==> config.mk <==
export PLATFORM = sky130hd
export DESIGN_NAME = udp_tx_arbiter
export DESIGN_NICKNAME = d
export VERILOG_FILES = /design/src/rtl/eth_pkg.sv /design/src/rtl/udp_tx_arbiter_rr_pick.sv /design/src/rtl/udp_tx_arbiter.sv
export SDC_FILE = /design/constraint.sdc
export NUM_CORES = 1
export LEC_CHECK = 0
export ABC_AREA = 0
export CELL_PAD_IN_SITES_DETAIL_PLACEMENT = 0
export CELL_PAD_IN_SITES_GLOBAL_PLACEMENT = 1
export CORE_MARGIN = 3
export CORE_UTILIZATION = 36
export CTS_CLUSTER_SIZE = 8
export DETAILED_ROUTE_END_ITERATION = 6
export HOLD_SLACK_MARGIN = 0.15
export PLACE_DENSITY = 0.84
export SLEW_MARGIN = 20
export SYNTH_ARGS = -nofsm -noshare
export SYNTH_HDL_FRONTEND = slang
export SYNTH_HIERARCHICAL = 1
export SYNTH_SLANG_ARGS = --single-unit
==> constraint.sdc <==
create_clock -name gmii_tx_clk -period 12.5 [get_ports gmii_tx_clk]
set_clock_uncertainty 0.05 [all_clocks]
set_input_delay 3.125 -clock gmii_tx_clk [delete_from_list [all_inputs] [get_ports gmii_tx_clk]]
set_output_delay 3.125 -clock gmii_tx_clk [all_outputs]
set_load 0.05 [all_outputs]
==> src/rtl/eth_pkg.sv <==
// Shared definitions for the eth transmit path: arbiter state encoding,
// UDP payload limit and a one-hot decode helper.
package eth_pkg;

    typedef enum logic [2:0] {
        ST_IDLE      = 3'd0,
        ST_START     = 3'd1,
        ST_WAIT_BUSY = 3'd2,
        ST_SEND      = 3'd3,
        ST_GAP       = 3'd4
    } tx_state_e;

    localparam int MAX_UDP_LEN = 1472;

    function automatic logic [2:0] onehot_to_idx(input logic [7:0] oh);
        logic [2:0] idx;
        idx = '0;
        for (int i = 0; i < 8; i++) begin
            if (oh[i]) begin
                idx = 3'(i);
            end
        end
        return idx;
    endfunction

endpackage

==> src/rtl/udp_tx_arbiter_rr_pick.sv <==
// Combinational round-robin pick: first requester found scanning upward
// from (last+1) mod N, wrapping around.
module rr_pick #(
    parameter int N = 4,
    parameter int W = $clog2(N)
) (
    input  logic [N-1:0] req,
    input  logic [W-1:0] last,
    output logic         valid,
    output logic [W-1:0] idx
);

    always_comb begin
        int best;
        valid = 1'b0;
        idx   = '0;
        best  = N;
        // Distance from the slot just after 'last'; the smallest distance wins.
        for (int c = 0; c < N; c++) begin
            if (req[c] && (((c + 2 * N - 1 - int'(last)) % N) < best)) begin
                best  = (c + 2 * N - 1 - int'(last)) % N;
                valid = 1'b1;
                idx   = W'(c);
            end
        end
    end

endmodule

==> src/rtl/udp_tx_arbiter.sv <==
// Round-robin scheduler sharing the single eth UDP transmit port among
// NUM_SRC frame sources, with length check, busy timeout and inter-frame gap.
module udp_tx_arbiter
    import eth_pkg::*;
#(
    parameter int NUM_SRC      = 4,
    parameter int MAX_LEN      = MAX_UDP_LEN,
    parameter int IFG_CYCLES   = 12,
    parameter int BUSY_TIMEOUT = 64
) (
    input  logic                   gmii_tx_clk,
    input  logic                   rst,
    input  logic [NUM_SRC-1:0]     src_req,
    input  logic [16*NUM_SRC-1:0]  src_len,
    input  logic [8*NUM_SRC-1:0]   src_data,
    output logic [NUM_SRC-1:0]     src_grant,
    output logic [NUM_SRC-1:0]     src_rd,
    output logic [NUM_SRC-1:0]     src_drop,
    output logic                   udp_tx_en,
    output logic [15:0]            udp_tx_data_num,
    output logic [7:0]             udp_tx_data,
    input  logic                   udp_tx_req,
    input  logic                   tx_rdy,
    output logic                   err_len,
    output logic                   err_timeout,
    output logic                   busy
);

    localparam int SEL_W = $clog2(NUM_SRC);
    localparam int TMO_W = $clog2(BUSY_TIMEOUT + 1);
    localparam int GAP_W = $clog2(IFG_CYCLES + 1);

    localparam logic [15:0]        MAX_LEN_W = 16'(MAX_LEN);
    localparam logic [TMO_W-1:0]   TMO_LAST  = TMO_W'(BUSY_TIMEOUT - 1);
    localparam logic [GAP_W-1:0]   GAP_LAST  = GAP_W'(IFG_CYCLES - 1);
    localparam logic [NUM_SRC-1:0] ONE       = NUM_SRC'(1);

    tx_state_e          state_q, state_d;
    logic [SEL_W-1:0]   last_q, last_d;
    logic [SEL_W-1:0]   sel_q, sel_d;
    logic [15:0]        len_q, len_d;
    logic [15:0]        cnt_q, cnt_d;
    logic [TMO_W-1:0]   tmo_q, tmo_d;
    logic [GAP_W-1:0]   gap_q, gap_d;
    logic [NUM_SRC-1:0] drop_q, drop_d;
    logic               err_len_q, err_len_d;
    logic               err_tmo_q, err_tmo_d;

    logic [15:0]        len_arr  [NUM_SRC];
    logic [7:0]         byte_arr [NUM_SRC];
    logic               pick_valid;
    logic [SEL_W-1:0]   pick_idx;
    logic [15:0]        pick_len;
    logic               pick_bad;

    generate
        for (genvar gi = 0; gi < NUM_SRC; gi++) begin : g_src
            assign len_arr[gi]   = src_len[16*gi +: 16];
            assign byte_arr[gi]  = src_data[8*gi +: 8];
            assign src_grant[gi] = (state_q == ST_START) && (sel_q == SEL_W'(gi));
            // Reads only reach a source while its frame is actually being sent.
            assign src_rd[gi]    = (state_q == ST_SEND) && udp_tx_req && (sel_q == SEL_W'(gi));
        end
    endgenerate

    rr_pick #(
        .N (NUM_SRC),
        .W (SEL_W)
    ) u_rr_pick (
        .req   (src_req),
        .last  (last_q),
        .valid (pick_valid),
        .idx   (pick_idx)
    );

    assign pick_len = len_arr[pick_idx];
    assign pick_bad = (pick_len == 16'd0) || (pick_len > MAX_LEN_W);

    always_ff @(posedge gmii_tx_clk or posedge rst) begin
        if (rst) begin
            state_q   <= ST_IDLE;
            last_q    <= SEL_W'(NUM_SRC - 1);
            sel_q     <= '0;
            len_q     <= '0;
            cnt_q     <= '0;
            tmo_q     <= '0;
            gap_q     <= '0;
            drop_q    <= '0;
            err_len_q <= 1'b0;
            err_tmo_q <= 1'b0;
        end else begin
            state_q   <= state_d;
            last_q    <= last_d;
            sel_q     <= sel_d;
            len_q     <= len_d;
            cnt_q     <= cnt_d;
            tmo_q     <= tmo_d;
            gap_q     <= gap_d;
            drop_q    <= drop_d;
            err_len_q <= err_len_d;
            err_tmo_q <= err_tmo_d;
        end
    end

    always_comb begin
        state_d   = state_q;
        last_d    = last_q;
        sel_d     = sel_q;
        len_d     = len_q;
        cnt_d     = cnt_q;
        tmo_d     = tmo_q;
        gap_d     = gap_q;
        drop_d    = '0;
        err_len_d = err_len_q;
        err_tmo_d = err_tmo_q;
        case (state_q)
            ST_IDLE: begin
                if (tx_rdy && pick_valid) begin
                    last_d = pick_idx;
                    // A rejected source loses its turn so the scan moves past it.
                    if (pick_bad) begin
                        drop_d = ONE << pick_idx;
                    end else begin
                        sel_d   = pick_idx;
                        len_d   = pick_len;
                        state_d = ST_START;
                    end
                end
            end
            ST_START: begin
                cnt_d   = '0;
                tmo_d   = '0;
                state_d = ST_WAIT_BUSY;
            end
            ST_WAIT_BUSY: begin
                if (!tx_rdy) begin
                    state_d = ST_SEND;
                end else if (tmo_q == TMO_LAST) begin
                    err_tmo_d = 1'b1;
                    gap_d     = '0;
                    state_d   = ST_GAP;
                end else begin
                    tmo_d = tmo_q + 1'b1;
                end
            end
            ST_SEND: begin
                if (udp_tx_req && (cnt_q != 16'hFFFF)) begin
                    cnt_d = cnt_q + 16'd1;
                end
                if (tx_rdy) begin
                    if (cnt_q != len_q) begin
                        err_len_d = 1'b1;
                    end
                    gap_d   = '0;
                    state_d = ST_GAP;
                end
            end
            ST_GAP: begin
                if (gap_q == GAP_LAST) begin
                    state_d = ST_IDLE;
                end else begin
                    gap_d = gap_q + 1'b1;
                end
            end
            default: state_d = ST_IDLE;
        endcase
    end

    assign udp_tx_en       = (state_q == ST_START);
    assign udp_tx_data_num = len_q;
    assign udp_tx_data     = byte_arr[sel_q];
    assign src_drop        = drop_q;
    assign err_len         = err_len_q;
    assign err_timeout     = err_tmo_q;
    assign busy            = (state_q != ST_IDLE);

endmodule

==> results.toml <==
[sta]
setup_viol = 0
whs_ns = 0.427
rsz0062_at_grt = "false"
tightest_slew_ns = 0.884
fin_crit_sh_pct = 73.2
hold_viol = 0
drv_slew = 0
min_period_ns = 9.16
slew-limit-headroom_pct = 41.1
fmax_ghz = 0.109
tns_ns = 0

[logic_synthesis]
syn-num-nets = 435
synth_top_area_share_pct = 37.8
ys_seq_area_share_pct = 39.3
syn_area_per_cell_um2 = 11.0
ys_ff_latch = 56
synth_area_um2 = 3570
yosys.area.top_type = "dfrtp_1"
ys_types = 56
synth-edff-count = 0
yosysWarnings = 6
syn_inst = 325
synthTopCellsByArea = "dfrtp_1 (38%), mux4_2 (13%), xor2_1 (5.4%)"
ys_dominant_reg_cell = "dfrtp_1"
async_reset_ff_share_pct = 100

[clock_tree]
cts_hold_buf = 0
post_cts_resized = 0
cts_buffers = 5
tritoncts = "built"
clockBufferDepth = 2
post_cts_buffers = 0
clkSlewWorstSetupHoldPaths_ns = 0.10
cts.sinks = 56
clkLatencyLatePin_ns = 0.31
root_buffer = "clkbuf_8"
htreeDepth = 2

[power_and_ir_drop]
p_per_area_nw_per_um2 = 207
p_leak_nw = 2.23
peakVddDrop_mv = 0.108
finalPower_mw = 1.08

[placed_design]
dp_hpwl_um = 8060
numPortBuffers = 143
placed_area_um2 = 5090
place.gp.congestion = 0.814

[global_routing]
grt_overflow = 0
grt_max_degree = 57
grt_pass1_vias = 3336
antenna_found_initial = 0
grt_use_total_pct = 18.4
grt_pass1_wl_um = 16500

[worst_setup_path]
crit_type = "in -> reg"
end_kind = "flop"
cp_max_fo = 19
crit_arrival_ns = 9.30
cp.required_ns = 12.65
crit_path_start_kind = "primary input"

[routing]
drtIter0Drc = 119
vias = 3183
viasPerCell = 5.39
drc = 0
wl_per_cell_um = 16.9
wl_um = 9980
ant_nets = 0
drt_pass1_iterations = 4

[floorplan]
coreArea_um2 = 9460
fp.dieArea_um2 = 11200
die_h_um = 106
dieWidth_um = 106
fp-row-count = 35
start_util_pct = 37.8
io-pin-count = 144

[layout]
area_growth_pct = 45.7
n_antenna_cell = 0
final_area_um2 = 5210
final_core_util_pct = 55.0
nNetsFinal = 571
drive_gt1_share_pct = 12.6

[worst_hold_path]
hold_class = "reg -> reg"

[outcome]
status = "completed"

[run]
max-cap-violations = 0
logic make-up (layout without fill, tap and decap cells):
family	Yosys count	in the layout	share of synthesized area, %
compound gates	49	49	10.3
flops	56	56	39.3
buf+inv	24	161	3.22
simple gates	119	119	18.2
xor+xnor	27	27	6.62
mux	44	44	20.2
fa+ha+maj	6	6	2.10
through the flow:
stage                     setup slack, ns  instances
after global placement               3.02        582
after CTS                            3.08        590
after detailed placement             2.74        582
after floorplan                      4.62        325
final                                3.34        591
after global routing                 2.80        591
placed cells by master, fill, tap and decap left out, types with 4 or more instances in the layout:
cell	count
a311oi_1	4
clkbuf_8	5
xnor2_1	5
a21o_1	4
mux4_2	21
xor2_1	22
or2_2	4
a21oi_1	6
dfrtp_1	54
clkdlybuf4s50_1	143
a31o_2	5
a31oi_1	6
nor3_1	6
inv_1	6
mux2_1	4
nor2b_1	7
nand2_1	25
o21ai_0	5
ha_1	6
and3_1	4
nand2b_1	4
mux2i_1	8
nor2_1	29
mux2_2	11
nand4_1	12
nor4_1	10
report_power, final:
group / internal, mW / switching [mW]
logic: 0.295 / 0.367
clock network: 0.0601 / 0.0568
registers: 0.229 / 0.0698
total: 0.584 / 0.493
sequential cells by signal (all words and copies together) (netlist names):
name and cells:
cnt_q 16, udp_tx_data_num 16, tmo_q 7, gap_q 4
src_drop 4, state_q 3, last_q 2, sel_q 2
err_len 1, err_timeout 1
critical path: stages:
cell,delay [ns]
clkdlybuf4s50_1,0.60
or2b_1,0.26
ha_1,0.21
nand2b_1,0.17
a221oi_1,0.27
a21o_1,0.15
ha_1,0.16
and4b_1,0.21
a22oi_1,0.31
nor2_1,0.08
a21o_1,0.16
ha_1,0.20
a21bo_1,0.18
a31oi_1,0.19
a211o_1,0.72
mux4_2,0.62
nor4_2,0.36
a211oi_2,0.15
nor4_4,0.57
buf_6,0.24
mux2_2,0.34
layout make-up:
type	count	area (um2)
Clock buffer	7	76.3
Tap cell	129	161
Multi-Input combinational cell	245	2050
Sequential cell	56	1400
Fill cell	863	4250
Inverter	8	30.0
Timing Repair Buffer	145	1450
Clock inverter	1	30.0
cell usage after synthesis (4+ instances only):
master	instances
mux2i_1	8
clkbuf_1	8
nor2_1	29
nor4_1	10
o21ai_0	5
mux4_2	21
a21o_1	4
and3_1	4
or2_2	4
nand2_1	25
mux2_1	4
nor3_1	6
dfrtp_1	54
xor2_1	22
nor2b_1	7
nand2b_1	4
xnor2_1	5
a21oi_1	6
nand4_1	12
mux2_2	11
a31o_2	5
a311oi_1	4
a31oi_1	6
ha_1	6
inv_1	7
routing by layer:
metal	GRT usage [%]	vias to the layer above	wire length (um)
met5	0	-	0
met4	6.48	0	284
met3	3.74	17	567
met2	31.3	105	5000
met1	23.2	1561	4120
li1	-	1500	-
worst paths after layout:
kind	start	endpoint	slack [ns]	cells past startpoint
worst max-delay path	src_req[0]	udp_tx_data_num[2]$_DFFE_PP0P_	3.34	21
worst min-delay path	err_timeout$_DFFE_PP0P_	err_timeout$_DFFE_PP0P_	0.43	1
worst max register to register	last_q[0]$_DFFE_PP1P_	udp_tx_data_num[2]$_DFFE_PP0P_	6.14	21
worst min register to register	err_timeout$_DFFE_PP0P_	err_timeout$_DFFE_PP0P_	0.43	1
max in group asynchronous	rst	cnt_q[1]$_DFFE_PP0P_	8.67	3
min in group asynchronous	rst	tmo_q[3]$_DFFE_PP0P_	3.26	3
(Power assumes the default switching activity.)
